===== src/rtl/be_pkg.sv =====
// Shared types and helpers for the back-end load/store unit: instruction
// mnemonics, the LSU state encoding and memory-op classification.
package be_pkg;

  typedef enum logic [5:0] {
    LUI, AUIPC, JAL, JALR,
    BEQ, BNE, BLT, BGE, BLTU, BGEU,
    LB, LH, LW, LBU, LHU,
    SB, SH, SW,
    ADDI, SLTI, SLTIU, XORI, ORI, ANDI, SLLI, SRLI, SRAI,
    ADD, SUB, SLL, SLT, SLTU, XOR, SRL, SRA, OR, AND,
    FENCE, ECALL, EBREAK, INVALID
  } RV32I_INSTRUCTION_MNEMONIC_t;

  typedef enum logic [1:0] {
    ST_IDLE,
    ST_REQ,
    ST_WAIT_RSP,
    ST_DONE
  } lsu_state_t;

  localparam int LSU_TIMEOUT_W = 16;

  function automatic logic is_load(input RV32I_INSTRUCTION_MNEMONIC_t m);
    return (m == LB) || (m == LH) || (m == LW) || (m == LBU) || (m == LHU);
  endfunction

  function automatic logic is_mem_op(input RV32I_INSTRUCTION_MNEMONIC_t m);
    return is_load(m) || (m == SB) || (m == SH) || (m == SW);
  endfunction

endpackage


===== src/rtl/rv32i_lsu_if.sv =====
// Request/grant/response data-memory bus between the LSU (master) and memory.
interface rv32i_lsu_if;
  logic        mem_req;
  logic        mem_we;
  logic [31:0] mem_addr;
  logic [3:0]  mem_be;
  logic [31:0] mem_wdata;
  logic        mem_gnt;
  logic        mem_rvalid;
  logic [31:0] mem_rdata;

  modport master (
    output mem_req, mem_we, mem_addr, mem_be, mem_wdata,
    input  mem_gnt, mem_rvalid, mem_rdata
  );

  modport slave (
    input  mem_req, mem_we, mem_addr, mem_be, mem_wdata,
    output mem_gnt, mem_rvalid, mem_rdata
  );
endinterface


===== src/rtl/rv32i_lsu_align.sv =====
// Combinational lane logic: byte enables, store replication and alignment
// check for the issuing op, plus load extract/extend for the op in flight.
module rv32i_lsu_align
  import be_pkg::*;
(
  input  RV32I_INSTRUCTION_MNEMONIC_t mnemonic,
  input  logic [1:0]                  offset,
  input  logic [31:0]                 store_data,
  input  RV32I_INSTRUCTION_MNEMONIC_t rsp_mnemonic,
  input  logic [1:0]                  rsp_offset,
  input  logic [31:0]                 rdata,
  output logic [3:0]                  be,
  output logic [31:0]                 wdata,
  output logic                        misaligned,
  output logic [31:0]                 load_data
);

  logic [7:0]  lane_b;
  logic [15:0] lane_h;

  function automatic logic [31:0] sext8(input logic signed [7:0] b);
    logic signed [31:0] w;
    w = b;
    return w;
  endfunction

  function automatic logic [31:0] sext16(input logic signed [15:0] h);
    logic signed [31:0] w;
    w = h;
    return w;
  endfunction

  always_comb begin
    be         = 4'b0000;
    wdata      = store_data;
    misaligned = 1'b0;
    case (mnemonic)
      LB, LBU, SB: be = 4'b0001 << offset;
      LH, LHU, SH: begin
        be         = 4'b0011 << offset;
        misaligned = offset[0];
      end
      LW, SW: begin
        be         = 4'b1111;
        misaligned = |offset;
      end
      default: ;
    endcase
    case (mnemonic)
      SB:      wdata = {4{store_data[7:0]}};
      SH:      wdata = {2{store_data[15:0]}};
      default: wdata = store_data;
    endcase
  end

  // Response side works from the registered op/offset, not the live inputs
  always_comb begin
    lane_b    = rdata[{rsp_offset, 3'b000} +: 8];
    lane_h    = rdata[{rsp_offset[1], 4'b0000} +: 16];
    load_data = 32'h0;
    case (rsp_mnemonic)
      LB:      load_data = sext8(lane_b);
      LBU:     load_data = {24'h0, lane_b};
      LH:      load_data = sext16(lane_h);
      LHU:     load_data = {16'h0, lane_h};
      LW:      load_data = rdata;
      default: load_data = 32'h0;
    endcase
  end

endmodule


===== src/rtl/rv32i_lsu.sv =====
// Load/store unit: freezes the core while one access runs over the
// request/grant/response bus, then returns the extended result and fault flags.
module rv32i_lsu
  import be_pkg::*;
#(
  parameter int unsigned TIMEOUT_CYCLES = 255
) (
  input  logic                        clk,
  input  logic                        rst,
  input  logic                        valid,
  input  RV32I_INSTRUCTION_MNEMONIC_t mnemonic,
  input  logic [31:0]                 addr,
  input  logic [31:0]                 store_data,
  output logic                        stall,
  output logic                        done,
  output logic [31:0]                 load_data,
  output logic                        misaligned,
  output logic                        bus_error,
  rv32i_lsu_if.master                 bus
);

  localparam logic [LSU_TIMEOUT_W-1:0] TO_LAST = LSU_TIMEOUT_W'(TIMEOUT_CYCLES - 1);

  lsu_state_t                  state;
  logic [LSU_TIMEOUT_W-1:0]    cnt;
  RV32I_INSTRUCTION_MNEMONIC_t rsp_mnemonic;
  logic [1:0]                  rsp_offset;
  logic                        mem_op;
  logic [3:0]                  be_c;
  logic [31:0]                 wdata_c;
  logic                        misaligned_c;
  logic [31:0]                 load_c;

  assign mem_op = valid && is_mem_op(mnemonic);
  assign stall  = mem_op && (state != ST_DONE);

  rv32i_lsu_align u_align (
    .mnemonic     (mnemonic),
    .offset       (addr[1:0]),
    .store_data   (store_data),
    .rsp_mnemonic (rsp_mnemonic),
    .rsp_offset   (rsp_offset),
    .rdata        (bus.mem_rdata),
    .be           (be_c),
    .wdata        (wdata_c),
    .misaligned   (misaligned_c),
    .load_data    (load_c)
  );

  always_ff @(posedge clk) begin
    if (rst) begin
      state         <= ST_IDLE;
      cnt           <= '0;
      rsp_mnemonic  <= LUI;
      rsp_offset    <= 2'b00;
      done          <= 1'b0;
      load_data     <= 32'h0;
      misaligned    <= 1'b0;
      bus_error     <= 1'b0;
      bus.mem_req   <= 1'b0;
      bus.mem_we    <= 1'b0;
      bus.mem_addr  <= 32'h0;
      bus.mem_be    <= 4'b0000;
      bus.mem_wdata <= 32'h0;
    end else begin
      case (state)
        ST_IDLE: begin
          if (mem_op) begin
            rsp_mnemonic <= mnemonic;
            rsp_offset   <= addr[1:0];
            if (misaligned_c) begin
              state      <= ST_DONE;
              done       <= 1'b1;
              misaligned <= 1'b1;
              load_data  <= 32'h0;
            end else begin
              state         <= ST_REQ;
              cnt           <= '0;
              bus.mem_req   <= 1'b1;
              bus.mem_we    <= !is_load(mnemonic);
              bus.mem_addr  <= {addr[31:2], 2'b00};
              bus.mem_be    <= be_c;
              bus.mem_wdata <= wdata_c;
            end
          end
        end
        ST_REQ: begin
          if (bus.mem_gnt) begin
            bus.mem_req <= 1'b0;
            if (!is_load(rsp_mnemonic)) begin
              state     <= ST_DONE;
              done      <= 1'b1;
              load_data <= 32'h0;
            end else if (bus.mem_rvalid) begin
              state     <= ST_DONE;
              done      <= 1'b1;
              load_data <= load_c;
            end else begin
              state <= ST_WAIT_RSP;
              cnt   <= '0;
            end
          end else if (cnt == TO_LAST) begin
            bus.mem_req <= 1'b0;
            state       <= ST_DONE;
            done        <= 1'b1;
            bus_error   <= 1'b1;
            load_data   <= 32'h0;
          end else begin
            cnt <= cnt + LSU_TIMEOUT_W'(1);
          end
        end
        ST_WAIT_RSP: begin
          if (bus.mem_rvalid) begin
            state     <= ST_DONE;
            done      <= 1'b1;
            load_data <= load_c;
          end else if (cnt == TO_LAST) begin
            state     <= ST_DONE;
            done      <= 1'b1;
            bus_error <= 1'b1;
            load_data <= 32'h0;
          end else begin
            cnt <= cnt + LSU_TIMEOUT_W'(1);
          end
        end
        ST_DONE: begin
          // Result is only presented for the single DONE cycle
          state      <= ST_IDLE;
          done       <= 1'b0;
          load_data  <= 32'h0;
          misaligned <= 1'b0;
          bus_error  <= 1'b0;
        end
        default: state <= ST_IDLE;
      endcase
    end
  end

endmodule


===== src/flat_wrapper.sv =====
// flat-port wrapper written by rule: the top's interface ports become plain ports
module rv32i_lsu_flat import be_pkg::*;
#(
  parameter int unsigned TIMEOUT_CYCLES = 255
)
  (clk, rst, valid, mnemonic, addr, store_data, stall, done, load_data, misaligned, bus_error, bus_mem_req, bus_mem_we, bus_mem_addr, bus_mem_be, bus_mem_wdata, bus_mem_gnt, bus_mem_rvalid, bus_mem_rdata);
  rv32i_lsu_if bus_i ();
  input  logic clk;
  input  logic rst;
  input  logic valid;
  input  RV32I_INSTRUCTION_MNEMONIC_t mnemonic;
  input  logic [31:0] addr;
  input  logic [31:0] store_data;
  output logic stall;
  output logic done;
  output logic [31:0] load_data;
  output logic misaligned;
  output logic bus_error;
  output wire logic [$bits(bus_i.mem_req)-1:0] bus_mem_req;
  output wire logic [$bits(bus_i.mem_we)-1:0] bus_mem_we;
  output wire logic [$bits(bus_i.mem_addr)-1:0] bus_mem_addr;
  output wire logic [$bits(bus_i.mem_be)-1:0] bus_mem_be;
  output wire logic [$bits(bus_i.mem_wdata)-1:0] bus_mem_wdata;
  input wire logic [$bits(bus_i.mem_gnt)-1:0] bus_mem_gnt;
  input wire logic [$bits(bus_i.mem_rvalid)-1:0] bus_mem_rvalid;
  input wire logic [$bits(bus_i.mem_rdata)-1:0] bus_mem_rdata;
  assign bus_mem_req = bus_i.mem_req;
  assign bus_mem_we = bus_i.mem_we;
  assign bus_mem_addr = bus_i.mem_addr;
  assign bus_mem_be = bus_i.mem_be;
  assign bus_mem_wdata = bus_i.mem_wdata;
  assign bus_i.mem_gnt = bus_mem_gnt;
  assign bus_i.mem_rvalid = bus_mem_rvalid;
  assign bus_i.mem_rdata = bus_mem_rdata;
  rv32i_lsu #(.TIMEOUT_CYCLES(TIMEOUT_CYCLES)) u_core (.clk(clk), .rst(rst), .valid(valid), .mnemonic(mnemonic), .addr(addr), .store_data(store_data), .stall(stall), .done(done), .load_data(load_data), .misaligned(misaligned), .bus_error(bus_error), .bus(bus_i));
endmodule

===== config.mk =====
export PLATFORM = sky130hd
export DESIGN_NAME = rv32i_lsu_flat
export DESIGN_NICKNAME = d
export VERILOG_FILES = /design/src/rtl/be_pkg.sv /design/src/rtl/rv32i_lsu_if.sv /design/src/rtl/rv32i_lsu_align.sv /design/src/rtl/rv32i_lsu.sv /design/src/flat_wrapper.sv
export SDC_FILE = /design/constraint.sdc
export NUM_CORES = 1
export LEC_CHECK = 0
export ABC_AREA = 1
export CAP_MARGIN = 20
export CORE_MARGIN = 4
export CORE_UTILIZATION = 30
export DETAILED_ROUTE_END_ITERATION = 10
export PLACE_DENSITY = 0.59
export SLEW_MARGIN = 25
export SYNTH_ARGS = -nofsm -noshare
export SYNTH_HDL_FRONTEND = slang
export SYNTH_HIERARCHICAL = 1
export SYNTH_SLANG_ARGS = --single-unit

===== constraint.sdc =====
create_clock -name clk -period 2.6 [get_ports clk]
set_input_delay 0.26 -clock clk [delete_from_list [all_inputs] [get_ports clk]]
set_output_delay 0.26 -clock clk [all_outputs]
set_load 0.005 [all_outputs]

[Yosys cells after proc, flatten, opt, wreduce, memory -nomap -nowiden]
Index checks and enable logic that the tools add are counted.
Storage, ports and cells
  word-level logic and storage cells: 122
  register bits: 129
  output and inout bits: 106
Cells by class
  bitwise logic cells: 1
  mux-type cells: 46
  shift operators: 4
  reduce and logical (&&, ||, !) cells: 30
  equality and inequality tests: 27
  add/subtract/negate cells: 1
Operators with widths (number)
  two-way mux 32 bit: 7
  case mux 32 bit (5 select lines): 1
  case mux 32 bit (4 select lines): 1
  two-way mux 16 bit: 7
  == test 6 x 4 -> 1 bit (second input constant): 11
  case mux 32 bit (2 select lines): 1
  case mux 16 bit (3 select lines): 1
  indexed part select 32 x 6 -> 16 bit: 1
  indexed part select 32 x 6 -> 8 bit: 1
  adder 16 x 1 -> 16 bit (second input constant): 1
  == test 16 x 8 -> 1 bit (second input constant): 1
  two-way mux 1 bit: 15
  == test 6 x 5 -> 1 bit (second input constant): 2
  two-way mux 2 bit: 6
  case mux 4 bit (3 select lines): 1
  AND reduction 3 bit: 4
  logical OR 1 bit: 11
  != test 2 bit (second input constant): 4
  case mux 2 bit (4 select lines): 1
  != test 3 x 2 -> 1 bit (second input constant): 2
  case mux 1 bit (2 select lines): 3
  AND reduction 6 bit: 1
  nonzero test 3 bit: 2
  OR reduction 3 bit: 2
  other kinds (17): 22

[Longest topological paths before layout]
  depth after elaboration: 11
  gate-level depth with buffers: 16
  gate-level depth less buffers: 14

[By module]
Netlist, hierarchy kept.
By module, submodules not included
  rv32i_lsu: area an instance 5848.1 um^2, cells each 812, instances 1, sequential area each 2582.5 um^2
  rv32i_lsu_align: area an instance 1412.6 um^2, cells each 287, instances 1, sequential area each 0.0 um^2

[Least setup slack after synthesis]
No wires, ideal clock.
  path kind: input to register
  start point: input mnemonic[0]
  end point: register u_core.cnt[4]
  data arrival time: 1.849 ns
  stages on the path: 13
  buffers on the path: 2
  slack: 0.687 ns
  path through: nor2_1 > nand3_2 > buf_6 > nand3_1 > nand2_1 > a21oi_1 > clkinv_1 > o211ai_1 > a21oi_1 > clkbuf_1 > nand3_1 > nand3_1 > nor2_1
RTL lines
  start: declaration: line flat_wrapper.sv:11  | input RV32I_INSTRUCTION_MNEMONIC_t mnemonic;
  == test 6 x 4 -> 1 bit / == test 6 x 5 -> 1 bit (equally long branches): line rv32i_lsu_align.sv:37  | case (mnemonic)
  OR reduction 3 bit / OR reduction 2 bit (equally long branches): line rv32i_lsu_align.sv:37
  case mux 1 bit (2 select lines) *: line rv32i_lsu_align.sv:37
  net u_core.misaligned_c: line rv32i_lsu.sv:31  | logic misaligned_c;
  != test 2 bit (no line) *
  AND reduction 6 bit (no line) *
  end signal: assignment: line rv32i_lsu.sv:109  | cnt <= cnt + LSU_TIMEOUT_W'(1);
  end signal: assignment: line rv32i_lsu.sv:123  | cnt <= cnt + LSU_TIMEOUT_W'(1);
  end: declaration: line rv32i_lsu.sv:25  | logic [LSU_TIMEOUT_W-1:0] cnt;
The timed path passes the listed nets; every way through them passes the cells marked *.
A chain may end at the register's enable or synchronous reset.

[Final worst setup path]
  start point: input mnemonic[4]
  end point: output stall
Between the ends
  word-level cells in the longest chain between the ends: 10
Ends and longest elaborated chain
  == test 6 x 4 -> 1 bit: line be_pkg.sv:25  | return (m == LB) || (m == LH) || (m == LW) || (m == LBU) || (m == LHU);
  logical OR 1 bit (4 in a row): line be_pkg.sv:25
  logical OR 1 bit (2 in a row): line be_pkg.sv:29  | return is_load(m) || (m == SB) || (m == SH) || (m == SW);
  logical OR 1 bit *: line be_pkg.sv:29
  logical AND 1 bit *: line rv32i_lsu.sv:34  | assign mem_op = valid && is_mem_op(mnemonic);
  logical AND 1 bit *: line rv32i_lsu.sv:35  | assign stall = mem_op && (state != ST_DONE);
  end: declaration: line flat_wrapper.sv:14  | output logic stall;
Mark *: on every way between the ends. The rest lies on a longest branch, timed or not.

==> metrics.md <==
| Metric | Value |
|---|---|
| Status | `finished, final reports clean` |
| FFs w/ async S/R, synth | `0` |
| Total via count in the routed design | `7801` |
| Final setup violation count | `0` |
| Number of buffers added by the clock tree synthesis step | `17` |
| All-layer global routing usage | `0.1783` |
| Worst Max-Slew Pin Slew | `759.9 ps` |
| Count of pins on the block boundary | `213` |
| Post-synth EDFFs | `0` |
| Final hold violation count | `0` |
| Internal Power | `4284 µW` |
| Maxcap violations | `0` |
| Pin count of the biggest net entering global routing | `108` |
| Critical path data arrival time | `1980 ps` |
| Number of levels the H-tree was split into | `4` |
| Critical R2R Capture | `u_core/load_data[12]` |
| Netlist Area Pre-Place | `7261 µm²` |
| Worst R2R Path Depth | `9` |
| Area used by multi-input combinational logic | `3905 µm²` |
| Detailed-routing iteration count for the pre-antenna-repair pass | `5` |
| Antenna cells | `0` |
| Half-perimeter wire length of the detailed placement result | `17.17 mm` |
| Number of hold buffers added after CTS | `0` |
| Clock power frac | `0.340` |
| Tightest hold margin | `408.3 ps` |
| RSZ-0062 raised after global routing | `false` |
| Clk_skew | `11.59 ps` |
| Number of gates resized after cts | `0` |
| Placed cell count | `1578` |
| Area added between synthesis and finish | `40.84%` |
| Post-route total power | `6881 µW` |
| Initial antenna violation count | `1` |
| Sw Share | `0.3775` |
| Endpoint of the worst hold-timing path | `u_core/bus.mem_wdata[7]` |
| Number of antenna-violating nets in the routed design | `0` |
| Yosys cell types | `38` |
| Routed wire length per instance | `14.97 µm` |
| CP cell instances | `clkdlybuf4s50_1, buf_4, nor2_1, nand2_1, nor2_2, o21ai_4, nor2_1, clkdlybuf4s50_1` |
| Peak fanout along the critical path | `5` |
| Wire length of the first global-routing pass | `38.87 mm` |
| Worst setup EP type | `output pin` |
| Core area | `23610 µm²` |
| Starting Density | `0.3075` |
| Count of buffers inserted at the top-level ports | `210` |
| Reg-to-reg slack, setup | `590 ps` |
| Setup fix buffers added after clock tree synthesis | `0` |
| Number of synthesized register bits | `129` |
| Number of inserted filler cells in the final layout | `2459` |
| Count of cells along the worst hold path | `3` |
| Worst stage delay on the critical path | `520 ps` |
| Placement row count | `56` |
| Via count of the first global-routing pass | `7605` |
| Total power density per cell area | `672.9 nW/µm²` |
| Type of the worst setup path | `input pin to output pin` |
| Count of synthesis-stage warnings from yosys | `6` |
| Share of total power in sequential cells | `0.313` |
| Maximum root-to-sink buffer count | `2` |
| Finished Layout Cells | `1610` |
| Comb power frac | `0.347` |
| Initial detailed-routing violation count | `385` |
| Die height | `163.6 µm` |
| Full die area | `26760 µm²` |
| Net count reported at finish | `1391` |
| Total leakage power | `0.003842 µW` |
| Portion of the clock cycle consumed by the worst path in the final layout | `0.8610` |
| Sequential cell area | `2582 µm²` |
| Max Freq | `446.7 MHz` |
| Sum of negative setup slack | `0 ps` |
| Leading cell type in the layout, fill and taps excluded | `nand2_1` |
| Launch point of the worst reg-to-reg path | `u_core/rsp_mnemonic[2]` |
| Layout cells sized above 1 | `0.07436` |
| Worst-path cell with the longest stage delay | `clkdlybuf4s50_1` |
| Max-Slew Margin vs Limit | `0.4929` |
| Placer's final routability congestion estimate | `0.8687` |
| CTS tree | `done` |
| Buffer cell driving the clock tree root | `clkbuf_16` |
| Width of the chip | `163.6 µm` |
| GRT overflow | `0` |
| Most frequent cells in the layout | `nand2_1 (294), clkdlybuf4s50_1 (209), a21oi_1 (131)` |
| Data required, critical path | `2340 ps` |
| Detailed-route vias per instance | `4.845` |
| Sequential element share of the synthesized area | `0.3557` |
| Critical path launch point type | `input pin` |
| Hold Crit Class | `input pin to flop` |
| Number of pins with negative max-slew slack in the final report | `0` |
| DRC viols | `0` |
| Average footprint of a synthesized cell | `6.607 µm²` |
| Final Routed Wirelength | `24.10 mm` |
| Clock slew seen by the registers of the worst setup and hold paths | `70 ps` |
| Clock Sinks | `129` |
| Leading register cell type out of synthesis | `dfxtp_1` |
| Period minus WS final | `2238 ps` |
| Worst vdd rail ir drop | `0.5140 mV` |
| Worst hold path startpoint | `rst` |
| Number of cells produced by synthesis | `1099` |
| Switching power | `2597 µW` |
| Clock Latency Late Sink | `420 ps` |
==> stage by stage <==
step                cell area (µm²)  utilization  setup slack, ps
floorplan                      7264            -            687.5
global placement               9657       0.4090            60.09
detailed placement             9657       0.4090            22.55
CTS                           10230       0.4331            320.2
global route                  10230       0.4331            232.3
finish                        10230       0.4331            361.5
==> worst max-delay path, delay by kind of cell <==
family / cells / cell delay, ps
buffers and inverters: 3 / 1110
and+or+nand+nor: 4 / 500
AOI/OAI and AO/OA: 1 / 110
==> synthesized netlist by cell type (8+ instances only) <==
cell type	n	area, µm²
nor2_1	81	304.0
a21oi_1	131	655.6
nand2_1	295	1107
buf_2	20	100.1
o22ai_1	9	56.30
o21ai_0	30	150.1
inv_1	85	319.1
nand3_1	114	570.6
buf_4	19	142.6
clkbuf_1	33	123.9
dfxtp_1	129	2582
a21boi_0	32	240.2
o211ai_1	10	75.07
nand4_1	43	269.0
o21ai_2	8	70.07
inv_2	8	30.03
==> power groups by stage <==
stage               Clock, µW  Sequential [µW]  Combinational (µW)
CTS                      2420             2150                2400
finish                   2340             2150                2390
detailed placement          0             2200                2390
floorplan                   0             2180                1420
global placement            0             2190                2370
global route             2530             2170                2640
==> kinds of logic (layout without fill, tap and decap cells) <==
| group | count (synthesis) | in the layout | synth area share |
|---|---|---|---|
| XOR/XNOR | 1 | 1 | 0.001206 |
| flip-flops | 129 | 129 | 0.3557 |
| AO/OA/AOI/OAI | 230 | 230 | 0.1846 |
| other | 1 | 2 | 0.0005165 |
| AND/OR/NAND/NOR | 551 | 551 | 0.3307 |
| adder cells (fa/ha/maj) | 6 | 6 | 0.01034 |
| buffers and inverters | 174 | 365 | 0.1074 |
| multiplexers | 7 | 7 | 0.009651 |
==> worst max path at each step <==
stage / from / to / cells past startpoint
5_1_grt: mnemonic[4] / stall / 8
2_1_floorplan: mnemonic[0] / u_core/cnt[4] / 13
6_report: mnemonic[4] / stall / 8
4_1_cts: mnemonic[4] / stall / 8
3_3_place_gp: mnemonic[4] / u_core/bus.mem_addr[2] / 11
3_5_place_dp: mnemonic[4] / u_core/bus.mem_addr[2] / 11
==> metal layers <==
| layer | vias to the layer above | GRT usage | part of all wire |
|---|---|---|---|
| li1 | 3988 | - | - |
| met1 | 3558 | 0.2157 | 0.42 |
| met2 | 229 | 0.2938 | 0.47 |
| met3 | 24 | 0.07343 | 0.095 |
| met4 | 2 | 0.04727 | 0.013 |
| met5 | - | 0 | 0.00046 |
==> final cells by class <==
type | instances | share of cell area
Clock buffer | 19 | 0.04429
Clock inverter | 13 | 0.01138
Inverter | 94 | 0.03450
Multi-Input combinational cell | 797 | 0.3819
Sequential cell | 129 | 0.2525
Tap cell | 319 | 0.03903
Timing Repair Buffer | 239 | 0.2364
==> state kept, by name, indices dropped and copies added (netlist names) <==
signal	count
u_core/bus.mem_req	1
u_core/load_data	32
u_core/done	1
u_core/rsp_offset	2
u_core/bus_error	1
u_core/cnt	16
u_core/bus.mem_wdata	32
u_core/bus.mem_be	4
u_core/misaligned	1
u_core/bus.mem_addr	30
u_core/bus.mem_we	1
u_core/state	2
u_core/rsp_mnemonic	6
Power figures use the tool's default switching activity.
